$ cat src/rtl/sim_ctrl_pkg.sv
// -----------------------------------------------------------------------------
// sim_ctrl_pkg
//   Shared types for the simulation run controller: the run-state enum, the
//   fault code enum and the result-code width. Imported by sim_run_ctrl.
// -----------------------------------------------------------------------------
package sim_ctrl_pkg;

  // Width of the halt/result code reported by the core.
  localparam int unsigned CODE_W = 32;

  // Run sequencing: HOLD -> RUN -> DRAIN -> DONE, or RUN -> FAULT.
  typedef enum logic [2:0] {
    ST_HOLD  = 3'd0,
    ST_RUN   = 3'd1,
    ST_DRAIN = 3'd2,
    ST_DONE  = 3'd3,
    ST_FAULT = 3'd4
  } run_state_e;

  // Encoding of the 2-bit fault output; 3 is reserved and never produced.
  typedef enum logic [1:0] {
    FLT_NONE    = 2'd0,
    FLT_TIMEOUT = 2'd1,
    FLT_STALL   = 2'd2,
    FLT_RSVD    = 2'd3
  } fault_e;

  // A run has ended (successfully or not) and is waiting for restart.
  function automatic logic is_terminal(input run_state_e s);
    return (s == ST_DONE) || (s == ST_FAULT);
  endfunction

endpackage : sim_ctrl_pkg

$ cat src/rtl/sat_counter.sv
// -----------------------------------------------------------------------------
// sat_counter
//   Up-counter that sticks at all-ones instead of wrapping.
//   Ports:
//     clk   in   clock
//     rst   in   asynchronous active-low reset (count -> 0)
//     clr   in   synchronous clear, wins over counting
//     en    in   counter is enabled this cycle
//     inc   in   count one event (only while en)
//     cnt   out  current count, W bits, registered
// -----------------------------------------------------------------------------
module sat_counter #(
  parameter int unsigned W = 32
) (
  input  logic         clk,
  input  logic         rst,
  input  logic         clr,
  input  logic         en,
  input  logic         inc,
  output logic [W-1:0] cnt
);

  logic at_max;

  assign at_max = (cnt == '1);

  // NOTE: sequential state uses non-blocking assignments so every flop
  // samples the pre-edge values regardless of block evaluation order.
  always_ff @(posedge clk or negedge rst) begin
    if (!rst) begin
      cnt <= '0;
    end else if (clr) begin
      cnt <= '0;
    end else if (en && inc && !at_max) begin
      cnt <= cnt + W'(1);
    end
  end

endmodule : sat_counter

$ cat src/rtl/sim_run_ctrl.sv
// -----------------------------------------------------------------------------
// sim_run_ctrl
//   Run controller for core-level simulation. Holds the core in reset for a
//   fixed number of cycles, then counts RUN cycles and retired instructions,
//   watches for timeouts and retire stalls, drains the pipeline after the core
//   reports a halt, and ends each run as DONE (pass/fail by halt code) or
//   FAULT (timeout/stall). All outputs are registered.
//   Ports:
//     clk           in   single clock
//     rst           in   asynchronous active-low reset
//     restart       in   pulse: start a new run from DONE/FAULT
//     halt_req      in   core reports end of test
//     halt_code     in   test result, valid with halt_req
//     retire_valid  in   one instruction retired this cycle
//     core_rst      out  synchronous active-high reset to the core
//     running       out  high in RUN
//     done          out  sticky end-of-run flag (DONE or FAULT)
//     pass          out  valid with done: DONE and result_code == PASS_CODE
//     fault         out  0 none, 1 timeout, 2 stall
//     result_code   out  halt_code latched at the halt
//     cycle_cnt     out  RUN cycles this run (saturating)
//     instret_cnt   out  retired instructions this run (saturating)
// -----------------------------------------------------------------------------
module sim_run_ctrl
  import sim_ctrl_pkg::*;
#(
  parameter int unsigned       RESET_CYCLES = 5,       // >= 1
  parameter int unsigned       TIMEOUT      = 100000,  // < 2**CNT_W
  parameter int unsigned       STALL_LIMIT  = 1000,    // >= 1
  parameter int unsigned       DRAIN_CYCLES = 4,       // >= 1
  parameter logic [CODE_W-1:0] PASS_CODE    = '0,
  parameter int unsigned       CNT_W        = 32
) (
  input  logic              clk,
  input  logic              rst,
  input  logic              restart,
  input  logic              halt_req,
  input  logic [CODE_W-1:0] halt_code,
  input  logic              retire_valid,
  output logic              core_rst,
  output logic              running,
  output logic              done,
  output logic              pass,
  output logic [1:0]        fault,
  output logic [CODE_W-1:0] result_code,
  output logic [CNT_W-1:0]  cycle_cnt,
  output logic [CNT_W-1:0]  instret_cnt
);

  // Terminal counts: each exit fires on the cycle the counter shows N-1, so
  // the transition happens on the Nth edge.
  localparam logic [CNT_W-1:0] HOLD_LAST    = CNT_W'(RESET_CYCLES - 1);
  localparam logic [CNT_W-1:0] TIMEOUT_LAST = CNT_W'(TIMEOUT - 1);
  localparam logic [CNT_W-1:0] STALL_LAST   = CNT_W'(STALL_LIMIT - 1);
  localparam logic [CNT_W-1:0] DRAIN_LAST   = CNT_W'(DRAIN_CYCLES - 1);

  run_state_e       state;

  logic [CNT_W-1:0] hold_cnt;
  logic [CNT_W-1:0] drain_cnt;
  logic [CNT_W-1:0] stall_cnt;

  logic in_hold;
  logic in_run;
  logic in_drain;
  logic restart_ok;
  logic hold_last;
  logic drain_last;
  logic timeout_hit;
  logic stall_hit;
  logic stall_clr;

  assign in_hold    = (state == ST_HOLD);
  assign in_run     = (state == ST_RUN);
  assign in_drain   = (state == ST_DRAIN);
  // restart is only honoured once the run has ended.
  assign restart_ok = is_terminal(state) && restart;

  assign hold_last   = (hold_cnt == HOLD_LAST);
  assign drain_last  = (drain_cnt == DRAIN_LAST);
  assign timeout_hit = (cycle_cnt == TIMEOUT_LAST);
  // A retire in this cycle resets the idle streak, so it cannot stall.
  assign stall_hit   = (stall_cnt == STALL_LAST) && !retire_valid;
  assign stall_clr   = restart_ok || (in_run && retire_valid);

  // ---------------------------------------------------------------------------
  // Counters. Every counter is cleared on an accepted restart so the next
  // run starts from zero; the async reset clears them as well. Counters keep
  // counting in the exit cycle of RUN, which is what makes a retire in the
  // halt cycle (and the final timeout cycle) visible in the totals.
  // ---------------------------------------------------------------------------
  sat_counter #(.W(CNT_W)) u_hold_cnt (
    .clk (clk),
    .rst (rst),
    .clr (restart_ok),
    .en  (in_hold),
    .inc (1'b1),
    .cnt (hold_cnt)
  );

  sat_counter #(.W(CNT_W)) u_cycle_cnt (
    .clk (clk),
    .rst (rst),
    .clr (restart_ok),
    .en  (in_run),
    .inc (1'b1),
    .cnt (cycle_cnt)
  );

  sat_counter #(.W(CNT_W)) u_instret_cnt (
    .clk (clk),
    .rst (rst),
    .clr (restart_ok),
    .en  (in_run),
    .inc (retire_valid),
    .cnt (instret_cnt)
  );

  sat_counter #(.W(CNT_W)) u_stall_cnt (
    .clk (clk),
    .rst (rst),
    .clr (stall_clr),
    .en  (in_run),
    .inc (!retire_valid),
    .cnt (stall_cnt)
  );

  // Drain timer: retire/halt are not looked at while draining.
  sat_counter #(.W(CNT_W)) u_drain_cnt (
    .clk (clk),
    .rst (rst),
    .clr (restart_ok),
    .en  (in_drain),
    .inc (1'b1),
    .cnt (drain_cnt)
  );

  // ---------------------------------------------------------------------------
  // Run FSM with registered outputs. Outputs are updated on the same edge as
  // the state change, so they always describe the state being entered.
  // ---------------------------------------------------------------------------
  always_ff @(posedge clk or negedge rst) begin
    if (!rst) begin
      state       <= ST_HOLD;
      core_rst    <= 1'b1;
      running     <= 1'b0;
      done        <= 1'b0;
      pass        <= 1'b0;
      fault       <= FLT_NONE;
      result_code <= '0;
    end else begin
      unique case (state)
        ST_HOLD: begin
          if (hold_last) begin
            state    <= ST_RUN;
            core_rst <= 1'b0;
            running  <= 1'b1;
          end
        end

        ST_RUN: begin
          // Exit priority: halt, then timeout, then stall.
          if (halt_req) begin
            state       <= ST_DRAIN;
            running     <= 1'b0;
            result_code <= halt_code;
          end else if (timeout_hit) begin
            state   <= ST_FAULT;
            running <= 1'b0;
            done    <= 1'b1;
            fault   <= FLT_TIMEOUT;
          end else if (stall_hit) begin
            state   <= ST_FAULT;
            running <= 1'b0;
            done    <= 1'b1;
            fault   <= FLT_STALL;
          end
        end

        ST_DRAIN: begin
          if (drain_last) begin
            state <= ST_DONE;
            done  <= 1'b1;
            pass  <= (result_code == PASS_CODE);
          end
        end

        ST_DONE, ST_FAULT: begin
          if (restart) begin
            state       <= ST_HOLD;
            core_rst    <= 1'b1;
            done        <= 1'b0;
            pass        <= 1'b0;
            fault       <= FLT_NONE;
            result_code <= '0;
          end
        end

        // NOTE: unused encodings fall back to HOLD so a corrupted state
        // register recovers into a fresh reset sequence instead of locking up.
        default: begin
          state    <= ST_HOLD;
          core_rst <= 1'b1;
          running  <= 1'b0;
          done     <= 1'b0;
          pass     <= 1'b0;
          fault    <= FLT_NONE;
        end
      endcase
    end
  end

endmodule : sim_run_ctrl

$ cat config.mk
export PLATFORM = sky130hd
export DESIGN_NAME = sim_run_ctrl
export DESIGN_NICKNAME = d
export VERILOG_FILES = /design/src/rtl/sim_ctrl_pkg.sv /design/src/rtl/sat_counter.sv /design/src/rtl/sim_run_ctrl.sv
export SDC_FILE = /design/constraint.sdc
export NUM_CORES = 1
export LEC_CHECK = 0
export BUFFER_PORTS_ARGS = -buffer_cell sky130_fd_sc_hd__buf_4
export CAP_MARGIN = 10
export CORE_MARGIN = 1
export CORE_UTILIZATION = 58
export CTS_CLUSTER_SIZE = 28
export DETAILED_ROUTE_END_ITERATION = 16
export GPL_ROUTABILITY_DRIVEN = 0
export HOLD_SLACK_MARGIN = 0.1
export MAX_ROUTING_LAYER = met4
export PLACE_DENSITY = 0.8
export SYNTH_ARGS = -nofsm -noshare
export SYNTH_HDL_FRONTEND = slang
export SYNTH_SLANG_ARGS = --single-unit
$ cat constraint.sdc
create_clock -name clk -period 2.96 [get_ports clk]
set_clock_uncertainty 0.05 [all_clocks]
set_input_delay 0.296 -clock clk [delete_from_list [all_inputs] [get_ports clk]]
set_output_delay 0.296 -clock clk [all_outputs]
set_load 0.005 [all_outputs]
; After elaboration in Yosys (flattened, before gate mapping)
; Index checks and enable logic that the tools add are counted.
[classes]
addsub = 5
reduce_logical = 37
bitwise_logic = 5
n_mux = 41
eq_ne = 20
[ops]
columns = operator, count
row1 = 2-to-1 mux 32 bit, 12
row2 = adder 32 x 1 -> 32 bit (second input constant), 5
row3 = == test 32 bit (second input constant), 5
row4 = one-hot mux 32 bit (2 select lines), 1
row5 = == test 32 x 10 -> 1 bit (second input constant), 1
row6 = == test 32 x 17 -> 1 bit (second input constant), 1
row7 = == test 32 x 2 -> 1 bit (second input constant), 1
row8 = == test 32 x 3 -> 1 bit (second input constant), 1
row9 = logical NOT 32 bit, 1
row10 = 2-to-1 mux 3 bit, 6
row11 = 2-to-1 mux 1 bit, 12
row12 = one-hot mux 3 bit (4 select lines), 1
row13 = AND reduction 3 bit, 4
row14 = nonzero test 2 bit, 6
row15 = logical AND 1 bit, 9
row16 = one-hot mux 1 bit (3 select lines), 3
row17 = 2-to-1 mux 2 bit, 4
row18 = AND reduction 4 bit, 2
row19 = OR reduction 2 bit, 4
row20 = == test 3 x 2 -> 1 bit (second input constant), 2
row21 = logical NOT 1 bit, 6
row22 = inequality test 2 bit (second input constant), 3
row23 = one-hot mux 2 bit (3 select lines), 1
row24 = inverter 1 bit, 5
row25 = 10 further kinds, 12
[word_totals]
ff_bits = 201
output_inout_bits = 102
wordCells = 120
inputBits = 37

; Depth between registers and ports, before layout
[depth]
word_depth = 6
depth_mapped = 9
ltp_nobuf = 8

; Cells and area by module
; From an unflattened synthesis, not the netlist that was laid out.
[hier_totals]
cells_unflattened = 1276
area_unflattened_um2 = 11757.5
[by_module_without_submodules]
columns = mod, seq_area_each_um2, cells_each, area_per_inst_um2, instances
row1 = sat_counter (u_cycle_cnt ...), 800.8, 203, 1919.3, 4
row2 = sim_run_ctrl, 1027.2, 260, 2199.6, 1
row3 = sat_counter (u_hold_cnt), 800.8, 204, 1880.6, 1

; Worst setup path before layout
; Ideal clock, no wire load.
[synth_path]
path_type = register -> register
start = reg u_instret_cnt.cnt[0]
end = reg u_instret_cnt.cnt[30]
t_arrival_ns = 2.065
stages_incl_launch_ff = 9
path_buffers = 1
synth_period_minus_slack_ns = 2.193
setup_ns = 0.078
path_slack_ns = 0.767
required_time_ns = 2.832
path_cell_list = dfrtp_1 ha_1 nand3_1 nor3_1 nand3_1 or3b_1 buf_2 or3_1 a21oi_1
[synth_via]
elab_chain_len = 4
elab_cells_between_ends = 7
cone_classes = add/sub (1) / eq/ne (1) / mux (2) / reduce/logical (3)
[synth_lines]
columns = element, line_no
row1 = "start, declared", sat_counter.sv:20  ; output logic [W-1:0] cnt
row2 = "start signal, assigned", sat_counter.sv:35  ; cnt <= cnt + W'(1);
row3 = branches (longest 4 deep; another with adder 32 x 1 -> 32 bit), -
; Several ways; the timed one is not identified. The select of a mux whose other input is x is not followed.
; A chain may end at the register's enable or synchronous reset.

; Final worst setup path
[layout_path]
start = reg u_stall_cnt.cnt[0]
end = reg u_stall_cnt.cnt[7]
[layout_via]
elab_chain_len = 4
elab_cells_between_ends = 7
cone_classes = add/sub (1) / eq/ne (1) / mux (2) / reduce/logical (3)
[layout_lines]
columns = element, line_no
row1 = "start, declared", sat_counter.sv:20
row2 = "start signal, assigned", sat_counter.sv:35
row3 = branches (longest 4 deep; another with adder 32 x 1 -> 32 bit), -
; Several ways; the timed one is not identified. The select of a mux whose other input is x is not followed.

==> run_results.csv <==
group,metric,value,unit
outcome,status,"complete, no violations",
clocking,cts_setup_buffers,0,
clocking,clock_sinks,201,
timing,fin_tns_setup,0,ns
timing,timing_hold_violations_final,0,
synth,ys_types,61,
clocking,clk_latency,0.50,ns
synth,syn_inst,1174,
clocking,cts_tree,"built",
clocking,htree_levels,1,
clocking,post_cts_resized,0,
cells_and_area,area_delta_synth_final,22.9,%
routing,first_pass_iters,5,
cells_and_area,final_layout_size_suffix_gt1_share,16.0,%
timing,hold_slack,0.406,ns
clocking,cts.clk_slew.worst_paths,0.06,ns
cells_and_area,utilization,72.7,%
synth,synth_top_cell_area_share,47.2,%
floorplanning,start_util,59.2,%
timing,relSlewSlack,44.4,%
synth,ys_ff_latch,201,
floorplanning,die_w,137,um
worst_setup_path,worstSetupPathType,"reg2reg",
worst_setup_path,cp_max_fo,12,
routing,ant_nets,0,
clocking,postCtsHoldBufs,35,
synth,yosysTopAreaCell,"dfrtp_1",
cells_and_area,nNetsFinal,1390,
synth,async_flop_share,100,%
routing,route.detailed.drc,0,
grt,antenna_found_initial,0,
routing,viasPerCell,6.19,
routing,vias,9841,
clocking,clock-root-buffer,"clkbuf_16",
synth,synth_area_leaders,"dfrtp_1, xor2_1, nor2_1",
timing,timing.fmax,0.374,GHz
synth,yosysWarnings,0,
place,port_buffers,138,
power_and_ir_drop,powerDensity,567,nW/um^2
floorplanning,die-area,18800,sq um
place,place_ws,0.362,ns
worst_setup_path,cp-start-kind,"flop",
hold_path,min-delay-path-class,"in2async",
worst_setup_path,crit_arrival,3.04,ns
synth,synth_area,10600,sq um
floorplanning,fp-row-count,49,
synth,syn_nets,1217,
worst_setup_path,rrSetupSlack,0.29,ns
floorplanning,core_area,17900,sq um
floorplanning,io_pins,139,
synth,synth-edff-count,0,
synth,ys_seq_area_share,47.5,%
grt,grtUsageTotal,30.6,%
grt,first_global_vias,9293,
synth,ys.flop_type,"dfrtp_1",
grt,grt_pass1_wl,45100,um
floorplanning,die_h,137,um
power_and_ir_drop,leakagePower,0.00571,uW
timing,worst_slack,0.285,ns
clocking,max-clock-path-buffers,3,
place,dpl.hpwl,18000,um
cells_and_area,antennaDiodeCount,0,
clocking,cts_made_buffers,22,
timing,finalSetupViolCount,0,
grt,overflow,0,
routing,wire_per_inst,17.2,um
worst_setup_path,end_kind,"flop",
power_and_ir_drop,total_power,7380,uW
timing,rsz0062_at_grt,"no",
timing,worst_pin_slew,0.835,ns
worst_setup_path,crit_required,3.33,ns
synth,avgSynthCellArea,9.02,sq um
routing,wirelength,27300,um
power_and_ir_drop,ir_drop,0.469,mV
routing,drt-initial-drc-count,913,
timing,finalCriticalPeriod,2.67,ns
timing,period_share,90.4,%
grt,grt_max_degree,102,
job,drv_cap,0,
timing,final_max_slew_viol_count,0,
metal layers:
metal / wire length [um] / vias up / share of wire (%) / GRT usage [%]
met4: 796 / 0 / 2.9 / 10.4
met2: 13100 / 399 / 48 / 47.2
met1: 11800 / 4780 / 43 / 42.2
li1: - / 4577 / - / -
met5: 0 / - / 0 / -
met3: 1630 / 85 / 6.0 / 3.59
stage by stage:
step / instance area [sq um] / instances
after floorplan: 10600 / 1174
after global placement: 11900 / 1517
after detailed placement: 11900 / 1517
after CTS: 13000 / 1591
after global routing: 13000 / 1591
final: 13000 / 1591
layout by cell type (no fill, tap or decap), drive strengths merged, types with 4 or more instances in the layout:
| cell type | synthesis | routed |
|---|---|---|
| mux2i | 5 | 5 |
| o31ai | 6 | 6 |
| nand4 | 84 | 84 |
| o211ai | 4 | 4 |
| or4 | 8 | 8 |
| clkinv | 0 | 4 |
| nand2b | 6 | 6 |
| and2 | 9 | 9 |
| dlygate4sd3 | 0 | 35 |
| nor4 | 37 | 37 |
| a21oi | 27 | 27 |
| xor2 | 94 | 94 |
| and4 | 20 | 20 |
| nand2 | 138 | 138 |
| clkbuf | 36 | 34 |
| or3 | 18 | 18 |
| and3 | 36 | 36 |
| dfrtp | 200 | 200 |
| nor2b | 5 | 5 |
| nor4b | 6 | 6 |
| o21ai | 59 | 59 |
| ha | 6 | 6 |
| nor2 | 152 | 152 |
| nand3 | 92 | 92 |
| nor3 | 35 | 35 |
| inv | 11 | 11 |
| a31oi | 4 | 4 |
| xnor2 | 20 | 20 |
| buf | 13 | 162 |
synthesized netlist by cell type (9+ instances only):
| cell type | number |
|---|---|
| and3_1 | 36 |
| inv_1 | 11 |
| xor2_1 | 94 |
| nor4_1 | 34 |
| buf_2 | 9 |
| nand3_1 | 92 |
| or3_1 | 18 |
| a21oi_1 | 27 |
| nand4_1 | 84 |
| clkbuf_1 | 36 |
| o21ai_0 | 59 |
| and4_1 | 20 |
| nor3_1 | 32 |
| nor2_1 | 152 |
| dfrtp_1 | 200 |
| nand2_1 | 138 |
| xnor2_1 | 20 |
final timing paths:
check,from,to,depth (start not counted)
min reg2reg,pass,pass,2
max,u_stall_cnt.cnt[0],u_stall_cnt.cnt[7],7
min in group clk,retire_valid,u_stall_cnt.cnt[4],4
min,rst,u_stall_cnt.cnt[26],2
max reg2reg,u_stall_cnt.cnt[0],u_stall_cnt.cnt[7],7
max in group asynchronous,rst,core_rst,3
registers in the layout, indices dropped and copies added (netlist names):
register,cells
pass,1
u_cycle_cnt.cnt,32
running,1
u_drain_cnt.cnt,32
u_stall_cnt.cnt,32
core_rst,1
result_code,32
state,3
fault,2
done,1
u_instret_cnt.cnt,32
u_hold_cnt.cnt,32
power breakdown:
group,leakage [uW],switching (uW),internal [uW]
Combinational,0.00279,636,612
Sequential,0.00256,371,3050
Clock,0.000355,1080,1630
cell type report:
| type | instances | area (sq um) |
|---|---|---|
| Multi-Input combinational cell | 913 | 5340 |
| Sequential cell | 201 | 5030 |
| Fill cell | 1335 | 4890 |
| Timing Repair Buffer | 198 | 1590 |
| Clock buffer | 33 | 663 |
| Tap cell | 229 | 287 |
| Clock inverter | 6 | 57.6 |
| Inverter | 11 | 41.3 |
worst max-delay path: stages (launching register included):
cell     delay (ns)
dfrtp_1        0.39
ha_1           0.21
nand3_1        0.20
nor4_2         0.45
nand4_1        0.47
nand2_1        0.48
o21ai_0        0.20
a21oi_1        0.15
cells by family (layout without fill, tap and decap cells):
logic type	count (synthesis)	after routing	synth area share (%)
and+or+nand+nor	662	662	32.3
DFF	201	201	47.5
AOI/OAI and AO/OA	124	124	7.16
xor gates and xnor gates	114	114	9.43
buffers and inverters	60	248	2.27
muxes	7	7	0.685
adders and majority gates	6	6	0.709
Power figures use the tool's default switching activity.
